## config.mk

```make
export PLATFORM = sky130hd
export DESIGN_NAME = hampel_flagger
export DESIGN_NICKNAME = d
export VERILOG_FILES = /design/src/rtl/madcalc_pkg.sv /design/src/rtl/hampel_thresh.sv /design/src/rtl/hampel_flagger.sv
export SDC_FILE = /design/constraint.sdc
export NUM_CORES = 1
export LEC_CHECK = 0
export CAP_MARGIN = 40
export CORE_MARGIN = 3
export CORE_UTILIZATION = 54
export DETAILED_ROUTE_END_ITERATION = 10
export MAX_ROUTING_LAYER = met4
export PLACE_DENSITY = 0.76
export SYNTH_ARGS = -nofsm -noshare
export SYNTH_HDL_FRONTEND = slang
export SYNTH_HIERARCHICAL = 1
export SYNTH_SLANG_ARGS = --single-unit
```

## constraint.sdc

```tcl
create_clock -name clk -period 4.5 [get_ports clk]
set_clock_uncertainty 0.05 [all_clocks]
set_input_delay 0.9 -clock clk [delete_from_list [all_inputs] [get_ports clk]]
set_output_delay 0.9 -clock clk [all_outputs]
set_load 0.02 [all_outputs]
```

## src/rtl/madcalc_pkg.sv

```systemverilog
// Shared definitions for the median/MAD calculator and its downstream Hampel flagger:
// the flagger FSM state set, the fixed-point format and the threshold width.
package madcalc_pkg;

    typedef enum logic [2:0] {
        ST_IDLE,
        ST_LOAD,
        ST_REQ,
        ST_WAIT,
        ST_EMIT,
        ST_DONE
    } state_e;

    // Number of fractional bits in the Q8.8 scale factor and threshold.
    localparam int Q_FRAC_BITS = 8;

    // Default MAD-to-sigma factor, 1.4826 in unsigned Q8.8.
    localparam logic [15:0] DEF_SCALE_FACTOR = 16'h017C;

    // 16-bit MAD x 16-bit scale factor x 4-bit multiplier, kept at full width.
    localparam int THR_WIDTH = 36;

endpackage

```

## src/rtl/hampel_thresh.sv

```systemverilog
// Registered Hampel threshold: thr = MAD * SCALE_FACTOR * THRESH_K in Q8.8.
// The constant part (SCALE_FACTOR * THRESH_K) folds at elaboration, so only a
// single 16 x 20 multiply remains; the product is captured while load_i is high.
module hampel_thresh
    import madcalc_pkg::*;
#(
    parameter logic [15:0] SCALE_FACTOR = DEF_SCALE_FACTOR,
    parameter int          THRESH_K     = 3
) (
    input  logic                 clk,
    input  logic                 rst_n,
    input  logic                 load_i,
    input  logic [15:0]          mad_i,
    output logic [THR_WIDTH-1:0] thr_o
);

    localparam logic [19:0] SCALE_K = 20'(SCALE_FACTOR) * 20'(THRESH_K);

    logic [THR_WIDTH-1:0] thr_q;

    // Capture the full-width product whenever new stats are being loaded.
    always_ff @(posedge clk or negedge rst_n) begin
        if (!rst_n) begin
            thr_q <= '0;
        end else if (load_i) begin
            thr_q <= THR_WIDTH'(mad_i) * THR_WIDTH'(SCALE_K);
        end
    end

    assign thr_o = thr_q;

endmodule

```

## src/rtl/hampel_flagger.sv

```systemverilog
// Hampel outlier flagger. On a stats_vld pulse it latches median and MAD, builds
// the threshold, re-reads the whole window from the sample buffer and streams each
// sample out with an outlier flag and a running outlier count.
// Optional feature macro: HAMPEL_REPLACE_EN -- when defined, flagged samples are
// emitted as the median instead of the raw value.
module hampel_flagger
    import madcalc_pkg::*;
#(
    parameter int          POPSIZE      = 100,
    parameter int          DATA_WIDTH   = 8,
    parameter logic [15:0] SCALE_FACTOR = DEF_SCALE_FACTOR,
    parameter int          THRESH_K     = 3
) (
    input  logic                           clk,
    input  logic                           rst_n,
    input  logic                           stats_vld,
    input  logic [15:0]                    local_median,
    input  logic [15:0]                    MAD,
    output logic                           rd_rqst,
    output logic [$clog2(POPSIZE)-1:0]     addr_out,
    input  logic [DATA_WIDTH-1:0]          data_in,
    input  logic                           data_rdy,
    output logic [DATA_WIDTH-1:0]          sample_out,
    output logic [$clog2(POPSIZE)-1:0]     sample_idx,
    output logic                           outlier_flag,
    output logic                           sample_vld,
    input  logic                           out_rdy,
    output logic                           done,
    output logic [$clog2(POPSIZE+1)-1:0]   outlier_cnt
);

    localparam int AW = $clog2(POPSIZE);
    localparam int CW = $clog2(POPSIZE + 1);
    localparam logic [AW-1:0] LAST_IDX = AW'(POPSIZE - 1);

    state_e                state_q;
    logic [DATA_WIDTH-1:0] median_q;
    logic [15:0]           mad_q;
    logic                  pend_vld_q;
    logic [DATA_WIDTH-1:0] pend_median_q;
    logic [15:0]           pend_mad_q;
    logic                  rd_rqst_q;
    logic [AW-1:0]         addr_q;
    logic [DATA_WIDTH-1:0] sample_out_q;
    logic [AW-1:0]         sample_idx_q;
    logic                  flag_q;
    logic                  vld_q;
    logic                  done_q;
    logic [CW-1:0]         cnt_q;

    logic [THR_WIDTH-1:0]  thr;
    logic [DATA_WIDTH-1:0] dev_d;
    logic [THR_WIDTH-1:0]  dev_scaled_d;
    logic                  is_outlier_d;
    logic [DATA_WIDTH-1:0] emit_sample_d;

    // Only the low DATA_WIDTH bits of the median are meaningful.
    if (DATA_WIDTH < 16) begin : g_unused_median
        logic unused_median_bits;
        assign unused_median_bits = ^local_median[15:DATA_WIDTH];
    end

    hampel_thresh #(
        .SCALE_FACTOR (SCALE_FACTOR),
        .THRESH_K     (THRESH_K)
    ) u_thresh (
        .clk    (clk),
        .rst_n  (rst_n),
        .load_i (state_q == ST_LOAD),
        .mad_i  (mad_q),
        .thr_o  (thr)
    );

    // Deviation from the median, aligned to Q8.8 and compared strictly against the threshold.
    always_comb begin
        dev_d         = (data_in >= median_q) ? (data_in - median_q) : (median_q - data_in);
        dev_scaled_d  = THR_WIDTH'({dev_d, {Q_FRAC_BITS{1'b0}}});
        is_outlier_d  = dev_scaled_d > thr;
`ifdef HAMPEL_REPLACE_EN
        emit_sample_d = is_outlier_d ? median_q : data_in;
`else
        emit_sample_d = data_in;
`endif
    end

    // Scan FSM: load stats, then request / wait / emit each sample, then pulse done.
    always_ff @(posedge clk or negedge rst_n) begin
        if (!rst_n) begin
            state_q       <= ST_IDLE;
            median_q      <= '0;
            mad_q         <= '0;
            pend_vld_q    <= 1'b0;
            pend_median_q <= '0;
            pend_mad_q    <= '0;
            rd_rqst_q     <= 1'b0;
            addr_q        <= '0;
            sample_out_q  <= '0;
            sample_idx_q  <= '0;
            flag_q        <= 1'b0;
            vld_q         <= 1'b0;
            done_q        <= 1'b0;
            cnt_q         <= '0;
        end else begin
            // Stats arriving mid-scan are parked; the newest one wins.
            if (stats_vld && state_q != ST_IDLE) begin
                pend_vld_q    <= 1'b1;
                pend_median_q <= local_median[DATA_WIDTH-1:0];
                pend_mad_q    <= MAD;
            end
            case (state_q)
                ST_IDLE: begin
                    if (pend_vld_q) begin
                        // A parked request starts first; a coincident pulse is parked behind it.
                        median_q   <= pend_median_q;
                        mad_q      <= pend_mad_q;
                        pend_vld_q <= stats_vld;
                        if (stats_vld) begin
                            pend_median_q <= local_median[DATA_WIDTH-1:0];
                            pend_mad_q    <= MAD;
                        end
                        state_q <= ST_LOAD;
                    end else if (stats_vld) begin
                        median_q <= local_median[DATA_WIDTH-1:0];
                        mad_q    <= MAD;
                        state_q  <= ST_LOAD;
                    end
                end
                ST_LOAD: begin
                    addr_q    <= '0;
                    cnt_q     <= '0;
                    rd_rqst_q <= 1'b1;
                    state_q   <= ST_REQ;
                end
                ST_REQ: begin
                    rd_rqst_q <= 1'b0;
                    state_q   <= ST_WAIT;
                end
                ST_WAIT: begin
                    if (data_rdy) begin
                        sample_out_q <= emit_sample_d;
                        sample_idx_q <= addr_q;
                        flag_q       <= is_outlier_d;
                        vld_q        <= 1'b1;
                        state_q      <= ST_EMIT;
                    end
                end
                ST_EMIT: begin
                    if (out_rdy) begin
                        vld_q <= 1'b0;
                        if (flag_q) begin
                            cnt_q <= cnt_q + CW'(1);
                        end
                        if (addr_q == LAST_IDX) begin
                            done_q  <= 1'b1;
                            state_q <= ST_DONE;
                        end else begin
                            addr_q    <= addr_q + AW'(1);
                            rd_rqst_q <= 1'b1;
                            state_q   <= ST_REQ;
                        end
                    end
                end
                ST_DONE: begin
                    done_q  <= 1'b0;
                    state_q <= ST_IDLE;
                end
                default: begin
                    state_q <= ST_IDLE;
                end
            endcase
        end
    end

    assign rd_rqst      = rd_rqst_q;
    assign addr_out     = addr_q;
    assign sample_out   = sample_out_q;
    assign sample_idx   = sample_idx_q;
    assign outlier_flag = flag_q;
    assign sample_vld   = vld_q;
    assign done         = done_q;
    assign outlier_cnt  = cnt_q;

endmodule

```

==> impl_metrics.env, run 1 <==
export IMPL_syn_cell_area_um2=8370
export IMPL_synth_ff_type="dfrtp_1"
export IMPL_overflow=0
export IMPL_synth_distinct_cells=68
export IMPL_nets=1091
export IMPL_path_class="flip-flop to flip-flop"
export IMPL_min_period_ns=4.39
export IMPL_hold_class="flip-flop to flip-flop"
export IMPL_cts_sinks=110
export IMPL_fp_dieH_um=130
export IMPL_start_util_pct=56.3
export IMPL_fin_area_um2=9570
export IMPL_grt_pass1_vias=5922
export IMPL_ys_seq_area_share_pct=32.9
export IMPL_rrSetupSlack_ns=0.11
export IMPL_cts_tree="yes"
export IMPL_grt_pass1_wl_um=27700
export IMPL_crit_start="mad_q[3]"
export IMPL_ioPinCount=78
export IMPL_dp_hpwl_um=12700
export IMPL_rr_startpoint="mad_q[3]"
export IMPL_fmaxAchievable_ghz=0.228
export IMPL_io_buffers=69
export IMPL_postRouteAntennaNets=0
export IMPL_ff_latch_area_um2=2750
export IMPL_finalSetupViolCount=0
export IMPL_worstMarginPinSlew_ns=0.634
export IMPL_timing_rr_end="u_thresh/thr_o[15]"
export IMPL_insertion_delay_ns=0.36
export IMPL_rows=44
export IMPL_yosys_warnings=6
export IMPL_diodes=0
export IMPL_vias=5922
export IMPL_endpoint="u_thresh/thr_o[15]"
export IMPL_fill_cells=1225
export IMPL_endpoint_kind="flip-flop"
export IMPL_totalWireLength_um=16500
export IMPL_drtIter0Drc=352
export IMPL_startpoint_type="flip-flop"
export IMPL_maxCapViolations=0
export IMPL_arrival_ns=4.58
export IMPL_dieArea_um2=17000
export IMPL_antenna_found_initial=0
export IMPL_path_max_fanout=2
export IMPL_grt_max_degree=49
export IMPL_drive_gt1_share_pct=11.5
export IMPL_syn2layout_area_growth_pct=14.3
export IMPL_htree_levels=3
export IMPL_syn_avg_cell_area_um2=10.0
export IMPL_fp_coreArea_um2=14900
export IMPL_drt_pass1_iterations=6
export IMPL_ys_ff_latch=110
export IMPL_track_usage_pct=21.0
export IMPL_cts_buffer_depth=2
export IMPL_whs_path_depth=2
export IMPL_cp_required_ns=4.69
export IMPL_multiInputGateArea_um2=4890
export IMPL_synthCells=836
export IMPL_r2r_cells=18
export IMPL_avgViaCountPerCell=5.40
export IMPL_cts_root_buf="clkbuf_16"
export IMPL_route_detailed_drc=0
export IMPL_synth_edf_count=0
export IMPL_status="complete, no violations"
export IMPL_fin_crit_sh_pct=97.5
export IMPL_async_flop_share_pct=100
export IMPL_slew_headroom_pct=57.7
export IMPL_cts_made_buffers=9
export IMPL_fp_dieW_um=130
export IMPL_slew_viol_final=0
export IMPL_wl_per_cell_um=15.0
export IMPL_place_area_um2=9240
export IMPL_clkTransAtPathRegs_ns=0.07
export IMPL_place_gp_congestion=0.868
export IMPL_hold_viol_final=0
cell usage in the layout (no fill, tap or decap), types with 3 or more instances in the layout:
cell type	n
a211oi_1	6
nand3_1	8
o21a_1	4
clkbuf_16	9
a21oi_1	55
or2_2	3
dfrtp_1	109
conb_1	11
nor3_1	7
mux2_2	46
nor4_1	6
ha_1	97
nand4_1	7
nand2_1	35
a31oi_1	6
mux2i_1	31
inv_6	4
and3_1	5
nor2_1	49
or3_1	3
xnor2_1	11
fa_1	41
clkdlybuf4s50_1	68
nor2b_1	5
buf_4	20
o21ai_0	31
a21o_1	13
xor2_1	13
inv_1	147
o31ai_1	5
metal layers:
layer | GRT usage [%] | part of all wire, %
met4 | 4.54 | 1.1
met3 | 3.78 | 2.5
met1 | 28.5 | 48
met2 | 33.4 | 49
met5 | - | 0
worst max-delay path, cell delays in order, from the launching register on:
cell	delay (ns)
dfrtp_1	0.45
ha_1	0.33
inv_1	0.06
fa_1	0.50
inv_1	0.04
ha_1	0.27
inv_1	0.05
fa_1	0.47
inv_1	0.07
ha_1	0.18
inv_1	0.06
fa_1	0.41
nor2b_2	0.15
o211ai_1	0.18
buf_4	0.19
a211oi_1	0.25
o21ai_0	0.15
a21o_1	0.20
a31o_2	0.22
per-stage QoR:
stage / std cells / setup TNS (ns) / util (%) / hold slack, ns / worst slack, ns
4_1_cts: 1096 / 0 / 64.3 / 0.438 / 0.187
5_1_grt: 1097 / -0.0498 / 64.4 / 0.464 / -0.0498
6_report: 1097 / 0 / 64.4 / 0.432 / 0.113
3_5_place_dp: 1080 / 0 / 62.1 / 0.421 / 0.171
2_1_floorplan: 846 / 0 / - / 0.400 / 0.492
3_3_place_gp: 1080 / 0 / 62.1 / 0.411 / 0.200
kinds of logic (layout without fill, tap and decap cells):
kind of cell               count (synthesis)  after routing  synth area share (%)
AOI/OAI and AO/OA                        152            152                  11.9
xor gates and xnor gates                  24             24                  2.51
adders and majority gates                138            138                  24.3
buffers and inverters                    184            251                  9.35
DFF                                      110            110                  32.9
muxes                                     78             78                  10.0
other                                      1             11                0.0448
and+or+nand+nor                          149            149                  8.91
layout make-up:
class / count / area share, %
Clock buffer: 10 / 2.50
Sequential cell: 110 / 28.8
Timing Repair Buffer: 88 / 8.68
Inverter: 147 / 5.77
Clock inverter: 6 / 0.772
Multi-Input combinational cell: 552 / 51.1
Tap cell: 184 / 2.41
Yosys cell counts (all sizes together) (3+ instances only):
cell,number,share of area [%]
a21oi,57,3.6
a31o,3,0.31
dfrtp,110,33
nor4,7,0.52
a21o,15,1.4
or3,3,0.22
ha,97,15
xor2,13,1.4
o21bai,3,0.40
and3,5,0.37
o21a,4,0.36
o21ai,32,2.0
a211oi,6,0.54
buf,30,2.4
mux2,47,6.3
nor2,50,2.2
and4,3,0.33
nand3,10,0.72
nor3,7,0.42
mux2i,31,3.7
nand2,35,1.6
fa,41,9.8
o31ai,5,0.45
a31oi,6,0.45
or2,3,0.22
clkbuf,7,0.31
inv,147,6.6
nand4,7,0.52
xnor2,11,1.2
nor2b,6,0.45
worst min-delay path by stage:
stage	slack, ns	endpoint	start
after detailed placement	0.42	sample_out[3]	sample_out[3]
final	0.43	sample_out[3]	sample_out[3]
after global routing	0.46	done	done
after global placement	0.41	sample_out[3]	sample_out[3]
after CTS	0.44	sample_out[3]	sample_out[3]
after floorplan	0.40	u_thresh/thr_o[8]	u_thresh/thr_o[8]
timing repair:
| action | 4_1_cts | 5_1_grt |
|---|---|---|
| setup endpoints to repair | 0 | 1 |
| hold buffers | 0 | 0 |
| buffers inserted | 0 | 1 |
| resized for setup | 0 | 3 |
Power of run 1 is not shown: default switching activity piles up to over one toggle a cycle in this logic, so the estimate is an artifact.
==> run 2: changes to the inputs <==
==> constraint.sdc (replaced) <==
create_clock -name clk -period 4.8 [get_ports clk]
set_clock_uncertainty 0.05 [all_clocks]
set_input_delay 0.96 -clock clk [delete_from_list [all_inputs] [get_ports clk]]
set_output_delay 0.96 -clock clk [all_outputs]
set_load 0.02 [all_outputs]
==> impl_metrics.env, run 2 (same netlist as run 1, synthesis figures left out) <==
export IMPL_status="complete, no violations"
export IMPL_cts_hold_buffers=0
export IMPL_min_period_ns=4.35
export IMPL_ctsResizeCount=0
export IMPL_dieArea_um2=17000
export IMPL_hold_viol_final=0
export IMPL_fp_coreArea_um2=14900
export IMPL_path_max_fanout=6
export IMPL_fin_cells=1087
export IMPL_io_buffers=69
export IMPL_cts_made_buffers=9
export IMPL_startpoint_type="flip-flop"
export IMPL_slew_headroom_pct=54.8
export IMPL_drive_gt1_share_pct=10.2
export IMPL_arrival_ns=4.52
export IMPL_hold_ws_ns=0.432
export IMPL_start_util_pct=56.3
export IMPL_rows=44
export IMPL_totalWireLength_um=16900
export IMPL_hold_class="flip-flop to flip-flop"
export IMPL_avgViaCountPerCell=5.44
export IMPL_postRouteAntennaNets=0
export IMPL_cts_tree="yes"
export IMPL_endpoint_kind="flip-flop"
export IMPL_drtIter0Drc=332
export IMPL_htree_levels=3
export IMPL_route_detailed_drc=0
export IMPL_cts_sinks=110
export IMPL_dp_cells=1071
export IMPL_clkTransAtPathRegs_ns=0.08
export IMPL_fmaxAchievable_ghz=0.230
export IMPL_fp_dieW_um=130
export IMPL_cp_required_ns=4.98
export IMPL_post_cts_setup_buffer_count=0
export IMPL_rsz0062_at_grt="no"
export IMPL_grt_pass1_vias=5962
export IMPL_insertion_delay_ns=0.35
export IMPL_track_usage_pct=21.3
export IMPL_path_class="flip-flop to flip-flop"
export IMPL_cts_root_buf="clkbuf_16"
export IMPL_setup_tns_ns=0
export IMPL_dp_hpwl_um=12900
export IMPL_slew_viol_final=0
export IMPL_finalSetupViolCount=0
export IMPL_antenna_found_initial=0
export IMPL_worstMarginPinSlew_ns=0.678
export IMPL_vias=5912
export IMPL_maxCapViolations=0
export IMPL_fin_crit_sh_pct=90.5
export IMPL_grt_pass1_wl_um=28100
export IMPL_drt_pass1_iterations=4
export IMPL_place_gp_congestion=0.852
export IMPL_ioPinCount=78
export IMPL_diodes=0
export IMPL_nets=1081
export IMPL_fp_dieH_um=130
export IMPL_grt_max_degree=52
export IMPL_final_cell_mix="inv_1, dfrtp_1, ha_1"
export IMPL_overflow=0
export IMPL_cts_buffer_depth=2
export IMPL_wl_per_cell_um=15.6
export IMPL_final_common_cell="inv_1"
export IMPL_syn2layout_area_growth_pct=12.9
## run 2: changes by cell type in the layout (fill, tap and decap cells not counted), sizes merged
| cell | delta |
|---|---|
| clkbuf | -1 |
| buf | -10 |
| bufinv | -1 |
| clkinvlp | +1 |
| clkinv | +1 |
## run 2: critical path: stages (launching register included)
cell	delay [ns]
dfrtp_1	0.50
ha_1	0.34
inv_1	0.05
fa_1	0.50
inv_1	0.04
ha_1	0.26
inv_1	0.05
fa_1	0.47
inv_1	0.07
ha_1	0.16
inv_1	0.06
fa_1	0.41
nor2b_1	0.18
o211ai_1	0.18
a21oi_4	0.24
o21bai_4	0.12
o2111ai_1	0.17
or3b_1	0.35
## run 2: final timing paths
path                          startpoint                 end  slack [ns]  cells after the start
setup / recovery                mad_q[5]  u_thresh/thr_o[25]        0.45                     17
setup reg to reg                mad_q[5]  u_thresh/thr_o[25]        0.45                     17
hold reg to reg            sample_out[4]       sample_out[4]        0.43                      2
hold / removal             sample_out[4]       sample_out[4]        0.43                      2
max in group asynchronous          rst_n  u_thresh/thr_o[21]        3.18                      2
min in group asynchronous          rst_n           async pin        0.58                      1
## run 2: layer usage
| layer | part of all wire [%] | track usage [%] | vias to the layer above | routed length, µm |
|---|---|---|---|---|
| li1 | - | - | 2914 | - |
| met2 | 51 | 36.7 | 86 | 8630 |
| met4 | 0.67 | 3.57 | 0 | 114 |
| met1 | 46 | 27.3 | 2900 | 7780 |
| met5 | 0 | - | - | 0 |
| met3 | 2.3 | 3.01 | 12 | 385 |
## run 2: final cells by class
cell class	count	area, µm²
sequential	110	2750
multi-input combinational	552	4880
timing repair buffer	78	756
inverter	147	552
clock inverter	7	55.1
fill	1241	5410
tap	184	230
clock buffer	9	225
## run 2: per-stage QoR
stage          instance area, µm²  utilization, %  setup slack (ns)
6_report                     9450            63.6             0.454
4_1_cts                      9450            63.6             0.422
3_3_place_gp                 9170            61.7             0.302
2_1_floorplan                8410               -             0.792
3_5_place_dp                 9170            61.7             0.202
5_1_grt                      9450            63.6             0.190
Power of run 2 is left out for the same reason.
